**src/rtl/game_pkg.sv**
```systemverilog
// Shared constants, position helpers and FSM state type for the
// per-frame collision stage.
package game_pkg;

  localparam int POS_W = 19;
  localparam int X_MSB = 18;
  localparam int X_LSB = 9;
  localparam int Y_MSB = 8;

  localparam int SCR_W = 640;
  localparam int SCR_H = 480;

  localparam int SZ_W = 6;
  localparam logic [SZ_W-1:0] ENEMY_W  = 6'd32;
  localparam logic [SZ_W-1:0] ENEMY_H  = 6'd24;
  localparam logic [SZ_W-1:0] PLAYER_W = 6'd20;
  localparam logic [SZ_W-1:0] PLAYER_H = 6'd24;
  localparam logic [SZ_W-1:0] BULLET_W = 6'd4;
  localparam logic [SZ_W-1:0] BULLET_H = 6'd8;

  typedef enum logic [2:0] {
    S_IDLE,
    S_LOAD,
    S_PB_SCAN,
    S_EB_SCAN,
    S_DONE
  } scan_state_t;

  function automatic logic [X_MSB-X_LSB:0] pos_x(
    input logic [POS_W-1:0] p
  );
    return p[X_MSB:X_LSB];
  endfunction

  function automatic logic [Y_MSB:0] pos_y(
    input logic [POS_W-1:0] p
  );
    return p[Y_MSB:0];
  endfunction

  function automatic logic off_screen(
    input logic [POS_W-1:0] p
  );
    return (pos_x(p) >= 10'(SCR_W)) ||
           (pos_y(p) >= 9'(SCR_H));
  endfunction

endpackage

```
**src/rtl/aabb_overlap.sv**
```systemverilog
// Combinational strict AABB overlap of two boxes given top-left
// positions and sizes. Ports: i_PosA/i_PosB, i_WA/i_HA/i_WB/i_HB, o_Overlap.
module aabb_overlap
  import game_pkg::*;
(
  input  logic [POS_W-1:0] i_PosA,
  input  logic [POS_W-1:0] i_PosB,
  input  logic [SZ_W-1:0]  i_WA,
  input  logic [SZ_W-1:0]  i_HA,
  input  logic [SZ_W-1:0]  i_WB,
  input  logic [SZ_W-1:0]  i_HB,
  output logic             o_Overlap
);

  // One extra bit so the far edge never wraps.
  logic [10:0] w_ax, w_bx, w_ax_end, w_bx_end;
  logic [9:0]  w_ay, w_by, w_ay_end, w_by_end;

  assign w_ax = {1'b0, pos_x(i_PosA)};
  assign w_bx = {1'b0, pos_x(i_PosB)};
  assign w_ay = {1'b0, pos_y(i_PosA)};
  assign w_by = {1'b0, pos_y(i_PosB)};

  assign w_ax_end = w_ax + {5'd0, i_WA};
  assign w_bx_end = w_bx + {5'd0, i_WB};
  assign w_ay_end = w_ay + {4'd0, i_HA};
  assign w_by_end = w_by + {4'd0, i_HB};

  assign o_Overlap = (w_ax < w_bx_end) && (w_bx < w_ax_end) &&
                     (w_ay < w_by_end) && (w_by < w_ay_end);

endmodule

```
**src/rtl/bullet_collision_scan.sv**
```systemverilog
// Per-frame collision scan: latches states on a tick, scans player
// bullets x enemies then enemy bullets x player one pair per cycle,
// and commits cleared states with o_Done/o_PlayerHit pulses.
// Inputs: i_Clk, i_Rst (sync, active-high), i_fFrameTick, state and
// position vectors. Outputs: committed states, o_KillCount,
// o_PlayerHit, o_Busy, o_Done, o_TickDropped.
// Option: define BULLET_CULL_EN to drop off-screen bullets at load.
module bullet_collision_scan
  import game_pkg::*;
#(
  parameter int MAX_ENEMY         = 15,
  parameter int MAX_ENEMY_BULLET  = 31,
  parameter int MAX_PLAYER_BULLET = 15
) (
  input  logic                         i_Clk,
  input  logic                         i_Rst,
  input  logic                         i_fFrameTick,
  input  logic [MAX_ENEMY-1:0]         i_EnemyState,
  input  logic [MAX_ENEMY_BULLET-1:0]  i_EnemyBulletState,
  input  logic                         i_PlayerState,
  input  logic [MAX_PLAYER_BULLET-1:0] i_PlayerBulletState,
  input  logic [POS_W-1:0]             i_EnemyPosition [MAX_ENEMY],
  input  logic [POS_W-1:0]             i_EnemyBulletPosition [MAX_ENEMY_BULLET],
  input  logic [POS_W-1:0]             i_PlayerBulletPosition [MAX_PLAYER_BULLET],
  input  logic [POS_W-1:0]             i_PlayerPosition,
  output logic [MAX_ENEMY-1:0]         o_EnemyState,
  output logic [MAX_ENEMY_BULLET-1:0]  o_EnemyBulletState,
  output logic [MAX_PLAYER_BULLET-1:0] o_PlayerBulletState,
  output logic                         o_PlayerState,
  output logic [$clog2(MAX_ENEMY+1)-1:0] o_KillCount,
  output logic                         o_PlayerHit,
  output logic                         o_Busy,
  output logic                         o_Done,
  output logic                         o_TickDropped
);

  localparam int EW = $clog2(MAX_ENEMY + 1);
  localparam int PW = $clog2(MAX_PLAYER_BULLET + 1);
  localparam int BW = $clog2(MAX_ENEMY_BULLET + 1);
  localparam int KW = $clog2(MAX_ENEMY + 1);

  scan_state_t r_state, w_state_nxt;

  logic [MAX_ENEMY-1:0]         r_en;
  logic [MAX_ENEMY_BULLET-1:0]  r_eb;
  logic [MAX_PLAYER_BULLET-1:0] r_pb;
  logic                         r_pl;
  logic [KW-1:0]                r_kill;
  logic                         r_hit;
  logic [EW-1:0]                r_e;
  logic [PW-1:0]                r_p;
  logic [BW-1:0]                r_b;

  logic [MAX_ENEMY-1:0]         r_en_out;
  logic [MAX_ENEMY_BULLET-1:0]  r_eb_out;
  logic [MAX_PLAYER_BULLET-1:0] r_pb_out;
  logic                         r_pl_out;
  logic [KW-1:0]                r_kill_out;
  logic                         r_hit_pls;
  logic                         r_done_pls;
  logic                         r_drop_pls;

  logic [MAX_ENEMY_BULLET-1:0]  w_eb_keep;
  logic [MAX_PLAYER_BULLET-1:0] w_pb_keep;
  logic w_pb_ovl, w_eb_ovl;
  logic w_pb_hit, w_eb_hit;
  logic w_pb_last, w_eb_last;
  logic w_busy;

`ifdef BULLET_CULL_EN
  always_comb begin
    w_pb_keep = '1;
    w_eb_keep = '1;
    for (int i = 0; i < MAX_PLAYER_BULLET; i++)
      if (off_screen(i_PlayerBulletPosition[i]))
        w_pb_keep[i] = 1'b0;
    for (int i = 0; i < MAX_ENEMY_BULLET; i++)
      if (off_screen(i_EnemyBulletPosition[i]))
        w_eb_keep[i] = 1'b0;
  end
`else
  assign w_pb_keep = '1;
  assign w_eb_keep = '1;
`endif

  aabb_overlap u_pb_ovl (
    .i_PosA    (i_PlayerBulletPosition[r_p]),
    .i_PosB    (i_EnemyPosition[r_e]),
    .i_WA      (BULLET_W),
    .i_HA      (BULLET_H),
    .i_WB      (ENEMY_W),
    .i_HB      (ENEMY_H),
    .o_Overlap (w_pb_ovl)
  );

  aabb_overlap u_eb_ovl (
    .i_PosA    (i_EnemyBulletPosition[r_b]),
    .i_PosB    (i_PlayerPosition),
    .i_WA      (BULLET_W),
    .i_HA      (BULLET_H),
    .i_WB      (PLAYER_W),
    .i_HB      (PLAYER_H),
    .o_Overlap (w_eb_ovl)
  );

  assign w_pb_last = (r_p == PW'(MAX_PLAYER_BULLET - 1)) &&
                     (r_e == EW'(MAX_ENEMY - 1));
  assign w_eb_last = (r_b == BW'(MAX_ENEMY_BULLET - 1));

  assign w_pb_hit = (r_state == S_PB_SCAN) && r_pb[r_p] &&
                    r_en[r_e] && w_pb_ovl;
  assign w_eb_hit = (r_state == S_EB_SCAN) && r_eb[r_b] &&
                    r_pl && w_eb_ovl;

  assign w_busy = (r_state != S_IDLE);

  always_comb begin
    w_state_nxt = r_state;
    unique case (r_state)
      S_IDLE:    if (i_fFrameTick) w_state_nxt = S_LOAD;
      S_LOAD:    w_state_nxt = S_PB_SCAN;
      S_PB_SCAN: if (w_pb_last) w_state_nxt = S_EB_SCAN;
      S_EB_SCAN: if (w_eb_last) w_state_nxt = S_DONE;
      S_DONE:    w_state_nxt = S_IDLE;
      default:   w_state_nxt = S_IDLE;
    endcase
  end

  always_ff @(posedge i_Clk) begin
    if (i_Rst) r_state <= S_IDLE;
    else       r_state <= w_state_nxt;
  end

  always_ff @(posedge i_Clk) begin
    if (i_Rst) begin
      r_en       <= '0;
      r_eb       <= '0;
      r_pb       <= '0;
      r_pl       <= 1'b0;
      r_kill     <= '0;
      r_hit      <= 1'b0;
      r_e        <= '0;
      r_p        <= '0;
      r_b        <= '0;
      r_en_out   <= '0;
      r_eb_out   <= '0;
      r_pb_out   <= '0;
      r_pl_out   <= 1'b0;
      r_kill_out <= '0;
      r_hit_pls  <= 1'b0;
      r_done_pls <= 1'b0;
      r_drop_pls <= 1'b0;
    end else begin
      r_drop_pls <= i_fFrameTick && w_busy;
      r_done_pls <= 1'b0;
      r_hit_pls  <= 1'b0;
      unique case (r_state)
        S_LOAD: begin
          r_en   <= i_EnemyState;
          r_eb   <= i_EnemyBulletState & w_eb_keep;
          r_pb   <= i_PlayerBulletState & w_pb_keep;
          r_pl   <= i_PlayerState;
          r_kill <= '0;
          r_hit  <= 1'b0;
          r_e    <= '0;
          r_p    <= '0;
          r_b    <= '0;
        end
        S_PB_SCAN: begin
          if (w_pb_hit) begin
            r_pb[r_p] <= 1'b0;
            r_en[r_e] <= 1'b0;
            r_kill    <= r_kill + KW'(1);
          end
          // Enemy index is inner; a cleared bullet still walks its row.
          if (r_e == EW'(MAX_ENEMY - 1)) begin
            r_e <= '0;
            r_p <= r_p + PW'(1);
          end else begin
            r_e <= r_e + EW'(1);
          end
        end
        S_EB_SCAN: begin
          if (w_eb_hit) begin
            r_eb[r_b] <= 1'b0;
            r_pl      <= 1'b0;
            r_hit     <= 1'b1;
          end
          r_b <= r_b + BW'(1);
          // Commit on entry to DONE, folding in the last bullet's
          // result, so outputs are valid while o_Done is high.
          if (w_eb_last) begin
            r_en_out   <= r_en;
            r_pb_out   <= r_pb;
            r_kill_out <= r_kill;
            r_eb_out   <= w_eb_hit ? (r_eb & ~(MAX_ENEMY_BULLET'(1) << r_b))
                                   : r_eb;
            r_pl_out   <= r_pl & ~w_eb_hit;
            r_hit_pls  <= r_hit | w_eb_hit;
            r_done_pls <= 1'b1;
          end
        end
        default: ;
      endcase
    end
  end

  assign o_EnemyState        = r_en_out;
  assign o_EnemyBulletState  = r_eb_out;
  assign o_PlayerBulletState = r_pb_out;
  assign o_PlayerState       = r_pl_out;
  assign o_KillCount         = r_kill_out;
  assign o_PlayerHit         = r_hit_pls;
  assign o_Done              = r_done_pls;
  assign o_Busy              = w_busy;
  assign o_TickDropped       = r_drop_pls;

endmodule

```
**config.mk**
```make
export PLATFORM = sky130hd
export DESIGN_NAME = bullet_collision_scan
export DESIGN_NICKNAME = d
export VERILOG_FILES = /design/src/rtl/game_pkg.sv /design/src/rtl/aabb_overlap.sv /design/src/rtl/bullet_collision_scan.sv
export SDC_FILE = /design/constraint.sdc
export NUM_CORES = 1
export LEC_CHECK = 0
export BUFFER_PORTS_ARGS = -buffer_cell sky130_fd_sc_hd__clkbuf_2
export CAP_MARGIN = 20
export CORE_AREA = 3 3 510 512
export CTS_CLUSTER_SIZE = 12
export DETAILED_ROUTE_END_ITERATION = 10
export DIE_AREA = 0 0 513 515
export SYNTH_ARGS = -nofsm -noshare
export SYNTH_HDL_FRONTEND = slang
export SYNTH_SLANG_ARGS = --single-unit
```
**constraint.sdc**
```tcl
create_clock -name i_Clk -period 7.6 [get_ports i_Clk]
set_clock_uncertainty 0.1 [all_clocks]
set_input_delay 1.52 -clock i_Clk [delete_from_list [all_inputs] [get_ports i_Clk]]
set_output_delay 1.52 -clock i_Clk [all_outputs]
set_load 0.05 [all_outputs]
```
==> results of run 1 <==
[worst min-delay path by stage]
stage,start,end,cells past startpoint
2_1_floorplan,r_pb[14]$_SDFFE_PP0P_,o_PlayerBulletState[14]$_SDFFE_PP0P_,2
3_3_place_gp,o_EnemyBulletState[18]$_SDFFE_PP0P_,o_EnemyBulletState[18]$_SDFFE_PP0P_,2
3_5_place_dp,o_EnemyBulletState[3]$_SDFFE_PP0P_,o_EnemyBulletState[3]$_SDFFE_PP0P_,2
4_1_cts,o_EnemyBulletState[3]$_SDFFE_PP0P_,o_EnemyBulletState[3]$_SDFFE_PP0P_,2
5_1_grt,o_EnemyBulletState[12]$_SDFFE_PP0P_,o_EnemyBulletState[12]$_SDFFE_PP0P_,2
6_report,o_PlayerBulletState[6]$_SDFFE_PP0P_,o_PlayerBulletState[6]$_SDFFE_PP0P_,2
[cells in the mapped netlist (25+ instances only)]
master | number | area share [%]
a22o_1 | 55 | 2.6
o21ai_0 | 114 | 3.1
inv_1 | 73 | 1.5
a21o_1 | 26 | 1.0
dfxtp_1 | 152 | 16
nand3_1 | 38 | 1.0
nor3_1 | 25 | 0.67
nor2_1 | 66 | 1.3
nand2_1 | 248 | 5.0
clkbuf_1 | 88 | 1.8
ha_1 | 83 | 5.6
mux4_2 | 249 | 30
nor2b_1 | 31 | 1.0
mux2i_1 | 86 | 4.6
o21ai_1 | 26 | 0.70
a22oi_1 | 30 | 1.2
buf_2 | 46 | 1.2
mux2_2 | 50 | 3.0
a21oi_1 | 149 | 4.0
[report_power, final]
part	switching, mW	leakage, nW	internal (mW)
clock network	0.364	0.283	0.483
registers	0.109	1.24	0.863
logic	1.30	10.6	1.12
[state kept, by name, summed over array words and instances, names as in the netlist]
register             cells
o_Done                   1
r_kill                   4
r_e                      4
r_eb                    31
o_EnemyBulletState      31
r_p                      4
r_hit                    1
r_pb                    15
r_state                  3
r_b                      5
r_en                    15
o_PlayerBulletState     15
o_KillCount              4
o_TickDropped            1
o_PlayerHit              1
o_EnemyState            15
o_PlayerState            1
r_pl                     1
[per-layer routing]
metal  part of all wire [%]  track usage, %  up-vias
met3                    9.9           5.412      422
met1                     34           14.04    11437
met5                   0.28          0.4201        -
met2                     50           25.24     1550
li1                       -               -    10270
met4                    5.7           6.429       84
[worst min-delay path: stages (launching register included)]
cell,delay [ns]
dfxtp_1,0.31
nand2_1,0.05
a21oi_1,0.05
[cell type report]
type	count	area, µm²	area share (%)
Antenna cell	64	160.2	0.5320
Clock buffer	20	467.9	1.554
Clock inverter	12	115.1	0.3824
Inverter	73	274.0	0.9102
Multi-Input combinational cell	1578	14550	48.32
Sequential cell	152	3079	10.23
Tap cell	3384	4234	14.06
Timing Repair Buffer	1393	7227	24.01
[stage by stage]
step	cells	instance area [µm²]
final	6676	30100
after global routing	6671	30090
after CTS	6612	29940
after detailed placement	6580	29360
after global placement	6577	29340
after floorplan	1986	18650
[logic make-up (layout without fill, tap and decap cells)]
logic type               Yosys count  count (layout)  share of synthesized area [%]
multiplexers                     385             385                          37.71
other                              0              64                              0
XOR/XNOR                          44              44                          2.067
AND/OR/NAND/NOR                  499             499                          12.32
adder cells (fa/ha/maj)           83              83                          5.570
AO/OA/AOI/OAI                    567             567                          19.92
buffers and inverters            256            1498                          6.086
flip-flops                       152             152                          16.32
==> impl_metrics.toml, run 1 <==
[power_and_ir_drop]
cellPowerDensity_nw_per_um2 = 140.8
worst_ir_drop_vdd_v = 0.0001644
power_mw = 4.237
p_leak_nw = 12.09

[global_route]
grt_overflow_total = 0
grt_pass1_vias = 23393
grt_pass1_wl_um = 241900
antenna_found_initial = 195
grt_use_total_pct = 13.96
grt_start_max_net_pins = 99

[worst_setup_path]
crit_arrival_ns = 6.37
required_ns = 7.87
worstPathCellList = "clkbuf_2 > mux4_2 > mux4_2 > inv_1 > ha_1 > nor2b_1 > and2_1 > xnor2_1 > ha_1 > or3_1 > a31oi_1 > o21a_1 > nand2_1 > o21a_1 > a21oi_1 > a21oi_2 > nor3_2 > buf_4 > a22o_1"
crit_cells = 19
crit_slowest_cell = "mux4_2"
r2r_start = "r_p[1]$_SDFFE_PP0P_"
r2r_setup_slack_ns = 1.53
end_kind = "register"
crit_start = "i_EnemyPosition[137]"
worstReg2RegEnd = "r_pb[5]$_SDFFE_PP0P_"
critPathKind = "primary input to register"
crit_path_end = "r_pb[5]$_SDFFE_PP0P_"
cpPeakStageDelay_ns = 0.68
critical-path-top-delay-family = "compound AO/OA/AOI/OAI gates"
crit_buf_inv = 3
crit_path_start_kind = "primary input"
reg2reg_depth = 18
crit_path_max_fanout = 22

[clock_tree]
cts-hold-fix-buffers = 0
cts_setup_buffers = 0
clock_latency_ns = 0.43
cts_sinks = 152
cts-root-buf = "clkbuf_16"
clk_path_buf_depth = 2
cts_tree = "done"
post_cts.resized_instances = 0
cts_made_buffers = 17
path_clk_slew_ns = 0.06
cts.htree.levels = 4

[layout]
drive_above_1_share_pct = 54.86
final_cell_mix = "clkbuf_2, mux4_2, nand2_1"
layout_commonest_cell = "clkbuf_2"
n_fill_cell = 29755
area.growth.synth_to_final_pct = 61.45
postLayoutCoreUtil_pct = 11.75
final_nets = 4541

[timing]
slew_headroom_pct = 30.65
setup_slack_ns = 1.496
rsz0062_at_grt = "no"
slew_viol_final = 0
setup_violations = 0
finalSetupTns_ns = 0
hold_ws_ns = 0.3552
hold_violations = 0
min_period_over_period_pct = 80.31
tightest_slew_ns = 1.037
fin_crit_ns = 6.104
fmax_mhz = 163.8

[synthesis]
syn_avg_cell_area_um2 = 9.388
netlist_instances = 1986
yosys_most_used_dff = "dfxtp_1"
async_reset_ff_share_pct = 0
synthesis.area_um2 = 18650
synth-edff-count = 0
syn_nets = 3312
yosys_warnings = 0
synth_seq_cells = 152
synth-seq-area-share_pct = 16.32
yosysUniqueCellTypes = 73

[routing]
ant_nets = 0
drc = 0
wl_per_cell_um = 29.18
routed_wl_um = 194800
initialDrtViolationCount = 1712
vias = 23763
viasPerCell = 3.559
dr.pass1.iters = 5

[floorplan]
num_rows = 186
fp.dieW_um = 513
die-area_um2 = 264200
initial_core_util_pct = 7.277
pin_count = 1313
die_h_um = 515
fp.coreArea_um2 = 256200

[placement]
preCtsSetupSlack_ns = 1.095
globalplace.congestion = 0.9935
post-dp-hpwl_um = 175900
port_buffers = 1312

[job]
drv_cap = 0

[min_path]
hold_class = "register to register"

[status]
status = "finished, final reports clean"
No activity file was read; power rests on OpenSTA's default activity.
==> run 2, diff against run 1 <==
ABC_AREA = 1   (was not set)
CORE_AREA = 3 3 513 515   (was 3 3 510 512)
DIE_AREA = 0 0 516 518   (was 0 0 513 515)
clock period = 5.6 ns   (was 7.6 ns; I/O delays follow)
==> run 2 against run 1 <==
  * Worst setup slack got worse by 0.94 ns
  * Synthesized cell count up 82%
  * First-iteration DRC count up 83%
  * Sequential cell count unchanged
  * Area after synthesis rose by 6.1%
  * Register-to-register slack worse by 0.98 ns
  * Largest cell class unchanged
==> impl_metrics.toml, run 2 <==
[clock_tree]
cts-root-buf = "clkbuf_16"
clk_path_buf_depth = 2
clock_latency_ns = 0.47
cts.htree.levels = 4
path_clk_slew_ns = 0.08
cts_sinks = 152
cts_made_buffers = 17
cts_tree = "done"
cts-hold-fix-buffers = 0

[timing]
tightest_slew_ns = 1.113
finalSetupTns_ns = 0
min_period_over_period_pct = 90.12
hold_ws_ns = 0.3602
setup_violations = 0
slew_headroom_pct = 25.54
fmax_mhz = 198.1
fin_crit_ns = 5.047
hold_violations = 0
slew_viol_final = 0
rsz0062_at_grt = "no"

[floorplan]
die-area_um2 = 267300
fp.dieW_um = 516
initial_core_util_pct = 7.633
die_h_um = 518
num_rows = 187
pin_count = 1313
fp.coreArea_um2 = 259200

[synthesis]
yosys_warnings = 0
yosysUniqueCellTypes = 52
ys_top_cells_by_count = "nand2_1, nor2_1, o21ai_0"
netlist_instances = 3607
yosysMostFrequentCell = "nand2_1"
syn_avg_cell_area_um2 = 5.486
synth_seq_cells = 152
synthesis.area_um2 = 19790
yosys.area.top_type = "nand2_1"
synth-edff-count = 0
async_reset_ff_share_pct = 0
synth_top_area_share_pct = 20.66
yosys_most_used_dff = "dfxtp_1"
synth_area_leaders = "nand2_1, dfxtp_1, nor2_1, o21ai_0, a22oi_1"
synth-seq-area-share_pct = 15.38
syn_nets = 4933

[job]
drv_cap = 0

[global_route]
use_met1_pct = 20.21
use_met2_pct = 22.91
antenna_found_initial = 233
grt_use_total_pct = 15.71
grt_pass1_vias = 28782
grt_overflow_total = 0
grt_start_max_net_pins = 90
grtUsageMet3_pct = 9.001
grt_pass1_wl_um = 279200
grt-busiest-layer = "met2"

[power_and_ir_drop]
power_switching_share_pct = 51.82
p_seq_share_pct = 21.6
power.switching_mw = 3.591
cellPowerDensity_nw_per_um2 = 222.6
p_int_mw = 3.339
p_leak_nw = 14.52
worst_ir_drop_vdd_v = 0.0001504
pwr-share-comb_pct = 60.0
pwr-share-clk_pct = 18.4

[layout]
area.growth.synth_to_final_pct = 57.34
final_nets = 6117
postLayoutCoreUtil_pct = 12.01
postLayoutCellArea_um2 = 31130
final_cell_mix = "clkbuf_2, nand2_1, nor2_1"
drive_above_1_share_pct = 32.20
layout_commonest_cell = "clkbuf_2"

[placement]
post-dp-hpwl_um = 195300
globalplace.congestion = 0.9308
port_buffers = 1312
place_area_um2 = 30390

[worst_setup_path]
crit_start = "r_b[0]$_SDFFE_PP0P_"
critPathKind = "register to register"
crit_path_max_fanout = 67
end_kind = "register"
required_ns = 5.90
crit_path_start_kind = "register"
crit_arrival_ns = 5.35
r2r_start = "r_b[0]$_SDFFE_PP0P_"

[routing]
viasPerCell = 3.755
ant_nets = 0
vias = 30994
routed_wl_um = 221900
wl_per_cell_um = 26.87
drc = 0
dr.pass1.iters = 8
initialDrtViolationCount = 3126

[status]
status = "finished, final reports clean"

[min_path]
min_from = "r_hit$_SDFFE_PP0P_"
hold_class = "register to register"
## run 2: final cells by class
cell class / instances / area [µm²]
Multi-Input combinational cell: 2944 / 14570
Clock buffer: 18 / 450.4
Timing Repair Buffer: 1419 / 7532
Sequential cell: 152 / 3058
Clock inverter: 14 / 153.9
Antenna cell: 49 / 122.6
Tap cell: 3402 / 4257
Inverter: 257 / 988.4
Fill cell: 30692 / 228100
## run 2: what timing repair did
item	CTS	global route
buffers inserted	0	2
endpoints found under the setup margin	0	1
resized for setup	0	1
hold endpoints to repair	0	0
## run 2: metal layers
metal / routed length (µm) / up-vias
met5: 1168 / -
met4: 3974 / 188
met3: 32440 / 409
met2: 90150 / 1777
met1: 94120 / 14166
li1: - / 14454
## run 2: per-stage QoR
step / power (mW) / std cells / setup slack, ns
after floorplan: 3.969 / 3607 / 1.723
after global placement: 5.683 / 8172 / 0.2383
after detailed placement: 5.692 / 8172 / 0.2165
after CTS: 7.006 / 8204 / 0.2637
after global routing: 7.543 / 8222 / 0.1493
final: 6.930 / 8255 / 0.5533
## run 2: power by group through the flow
stage / Combinational, mW / Sequential, mW / Clock [mW]
after global routing: 4.66 / 1.52 / 1.37
final: 4.16 / 1.50 / 1.28
after detailed placement: 4.18 / 1.51 / 0
after global placement: 4.17 / 1.51 / 0
after CTS: 4.20 / 1.49 / 1.32
after floorplan: 2.39 / 1.58 / 0
## run 2: path summary, 6_finish.rpt
| path | slack [ns] | cells past startpoint | endpoint |
|---|---|---|---|
| hold / removal | 0.36 | 2 | r_hit$_SDFFE_PP0P_ |
| hold reg to reg | 0.36 | 2 | r_hit$_SDFFE_PP0P_ |
| setup / recovery | 0.55 | 22 | r_eb[30]$_SDFFE_PP0P_ |
| setup reg to reg | 0.55 | 22 | r_eb[30]$_SDFFE_PP0P_ |
## run 2: critical path: stages, from the launching register on
cell and delay (ns):
dfxtp_4 0.49, inv_8 0.19, o21ai_0 0.72, nand3_1 0.28, nand2_1 0.22, nand2_1 0.09
nor2_1 0.32, nand3_2 0.27, and3_1 0.30, xor2_1 0.16, ha_1 0.28, nand2_1 0.08
nor2_1 0.05, a211oi_1 0.19, nand2_1 0.10, nand2_1 0.06, nand2_1 0.05, a21oi_2 0.25
nand3_2 0.13, buf_12 0.24, nand3_1 0.11, nand2_1 0.06, nor2_1 0.13
## run 2: cells by family after synthesis
kind of cell | after synthesis | synth area share (%)
AOI/OAI and AO/OA | 839 | 25.26
xor gates and xnor gates | 38 | 1.682
adders and majority gates | 83 | 5.248
muxes | 4 | 0.2023
and+or+nand+nor | 1980 | 40.95
buffers and inverters | 511 | 11.27
DFF | 152 | 15.38
==> run 3, diff against run 2 <==
BUFFER_PORTS_ARGS = -buffer_cell sky130_fd_sc_hd__buf_2   (was -buffer_cell sky130_fd_sc_hd__clkbuf_2)
==> run 3 against run 2 <==
  * Via count increased by 1.2%
  * Fmax down 6.1%
  * Critical endpoint is now r_eb[15]$_SDFFE_PP0P_
  * Largest cell class unchanged
  * Final area grew 0.45%
==> impl_metrics.toml, run 3 (synthesized netlist as in run 2, its figures left out) <==
[global_route]
grt-busiest-layer = "met2"
grt_overflow_total = 0
grt_start_max_net_pins = 79
use_met1_pct = 20.45
grt_use_total_pct = 15.65
grt_pass1_vias = 28525
grt_pass1_wl_um = 277600
antenna_found_initial = 275
grtUsageMet3_pct = 8.229
use_met2_pct = 22.91

[layout]
n_fill_cell = 30754
area.growth.synth_to_final_pct = 58.05
regArea_um2 = 3058
layout_commonest_cell = "buf_2"
drive_above_1_share_pct = 32.36
final_nets = 6128
multi_input_comb_area_um2 = 14580
final_cell_mix = "buf_2, nand2_1, nor2_1"

[floorplan]
fp.dieW_um = 516
initial_core_util_pct = 7.633
num_rows = 187
fp.coreArea_um2 = 259200
pin_count = 1313
die-area_um2 = 267300
die_h_um = 518

[routing]
routed_wl_um = 222100
drc = 0
dr.pass1.iters = 7
vias = 31352
viasPerCell = 3.782
ant_nets = 0
wl_per_cell_um = 26.79
initialDrtViolationCount = 3071

[power_and_ir_drop]
worst_ir_drop_vdd_v = 0.0001770
cellPowerDensity_nw_per_um2 = 228.3
power_mw = 7.141
p_leak_nw = 14.37

[min_path]
hold_end = "o_PlayerHit$_SDFF_PP0_"
min_from = "r_hit$_SDFFE_PP0P_"
hold_class = "register to register"
hold_depth = 2

[timing]
slew_headroom_pct = 28.30
finalSetupTns_ns = 0
hold_violations = 0
rsz0062_at_grt = "no"
tightest_slew_ns = 1.064
min_period_over_period_pct = 95.95
setup_violations = 0
fin_crit_ns = 5.373
slew_viol_final = 0
fmax_mhz = 186.1

[worst_setup_path]
worstReg2RegEnd = "r_eb[15]$_SDFFE_PP0P_"
crit_path_max_fanout = 67
cpPeakStageDelay_ns = 0.67
crit_slowest_cell = "o21ai_0"
crit_cells = 22
required_ns = 5.86
end_kind = "register"
critical-path-top-delay-family = "simple AND/OR/NAND/NOR gates"
r2r_setup_slack_ns = 0.23
crit_path_start_kind = "register"
worstPathCellList = "inv_8 > buf_4 > o21ai_0 > nand3_1 > nand2_1 > nand2_1 > nor2_1 > nand3_2 > and3_1 > xor2_1 > ha_1 > nand2_1 > nor2_1 > a211oi_1 > nand2_1 > nand2_1 > nand2_1 > a21oi_2 > nand3_2 > buf_12 > a21boi_0 > nor2_1"
critPathKind = "register to register"
crit_buf_inv = 3
reg2reg_depth = 22
r2r_start = "r_b[0]$_SDFFE_PP0P_"
crit_top_cell = "nand2_1"
crit_start = "r_b[0]$_SDFFE_PP0P_"
crit_arrival_ns = 5.63

[status]
status = "finished, final reports clean"

[clock_tree]
cts_sinks = 152
cts-root-buf = "clkbuf_16"
cts_tree = "done"
cts_made_buffers = 17
clk_path_buf_depth = 2
cts_setup_buffers = 0
path_clk_slew_ns = 0.08
clock_latency_ns = 0.48
cts.htree.levels = 4

[job]
drv_cap = 0

[placement]
port_buffers = 1312
post-dp-hpwl_um = 195700
globalplace.congestion = 0.9439
==> run 3: cell count changes in the layout (fill, tap and decap cells not counted), moves of 10 or more <==
cell	before	now
diode_2	49	73
buf_4	94	104
buf_2	0	1312
clkbuf_2	1312	0
==> run 3: worst register-to-register path, cell delays in order, from the launching register on <==
cell	delay [ns]
dfxtp_4	0.55
inv_8	0.23
buf_4	0.36
o21ai_0	0.67
nand3_1	0.29
nand2_1	0.22
nand2_1	0.12
nor2_1	0.33
nand3_2	0.28
and3_1	0.30
xor2_1	0.16
ha_1	0.27
nand2_1	0.08
nor2_1	0.05
a211oi_1	0.16
nand2_1	0.10
nand2_1	0.06
nand2_1	0.06
a21oi_2	0.23
nand3_2	0.12
buf_12	0.24
a21boi_0	0.21
nor2_1	0.07
==> run 3: worst max-delay path by stage <==
stage                                  to
global route        r_eb[20]$_SDFFE_PP0P_
CTS                  r_en[3]$_SDFFE_PP0P_
floorplan           r_eb[10]$_SDFFE_PP0P_
finish              r_eb[15]$_SDFFE_PP0P_
detailed placement  r_eb[15]$_SDFFE_PP0P_
global placement    r_eb[15]$_SDFFE_PP0P_
==> run 3: per-stage QoR <==
step | utilization (%) | setup WS (ns) | cell area (µm²) | hold WS, ns | instances
global placement | 11.76 | 0.1543 | 30480 | 0.3432 | 8184
detailed placement | 11.76 | 0.1926 | 30480 | 0.3470 | 8184
CTS | 11.98 | 0.1620 | 31060 | 0.3576 | 8215
global route | 12.02 | 0.09102 | 31150 | 0.3822 | 8240
finish | 12.06 | 0.2270 | 31280 | 0.3584 | 8289
floorplan | - | 1.723 | 19790 | 0.3346 | 3607
==> run 3: final cells by class <==
cell class / count / share of cell area, %
multi-input combinational: 2944 / 46.62
timing repair buffer: 1430 / 24.39
tap: 3402 / 13.61
sequential: 152 / 9.778
inverter: 257 / 3.153
clock buffer: 17 / 1.360
antenna: 73 / 0.5841
clock inverter: 14 / 0.5041
==> run 3: timing repair <==
item	4_1_cts	5_1_grt
setup endpoints to repair	0	34
hold buffers	0	0
gates resized for setup	0	3
==> run 3: where the power goes <==
part	switching, mW	internal, mW	total [mW]
Sequential	0.237	1.30	1.54
Combinational	2.90	1.46	4.36
Clock	0.606	0.634	1.24
Total	3.75	3.40	7.14
==> run 3: metal layers <==
| metal | wire length, µm | share of wire, % | vias to the layer above |
|---|---|---|---|
| li1 | - | - | 14507 |
| met1 | 95910 | 43 | 14389 |
| met2 | 89820 | 40 | 1821 |
| met3 | 30270 | 14 | 463 |
| met4 | 4996 | 2.2 | 172 |
| met5 | 1088 | 0.49 | - |
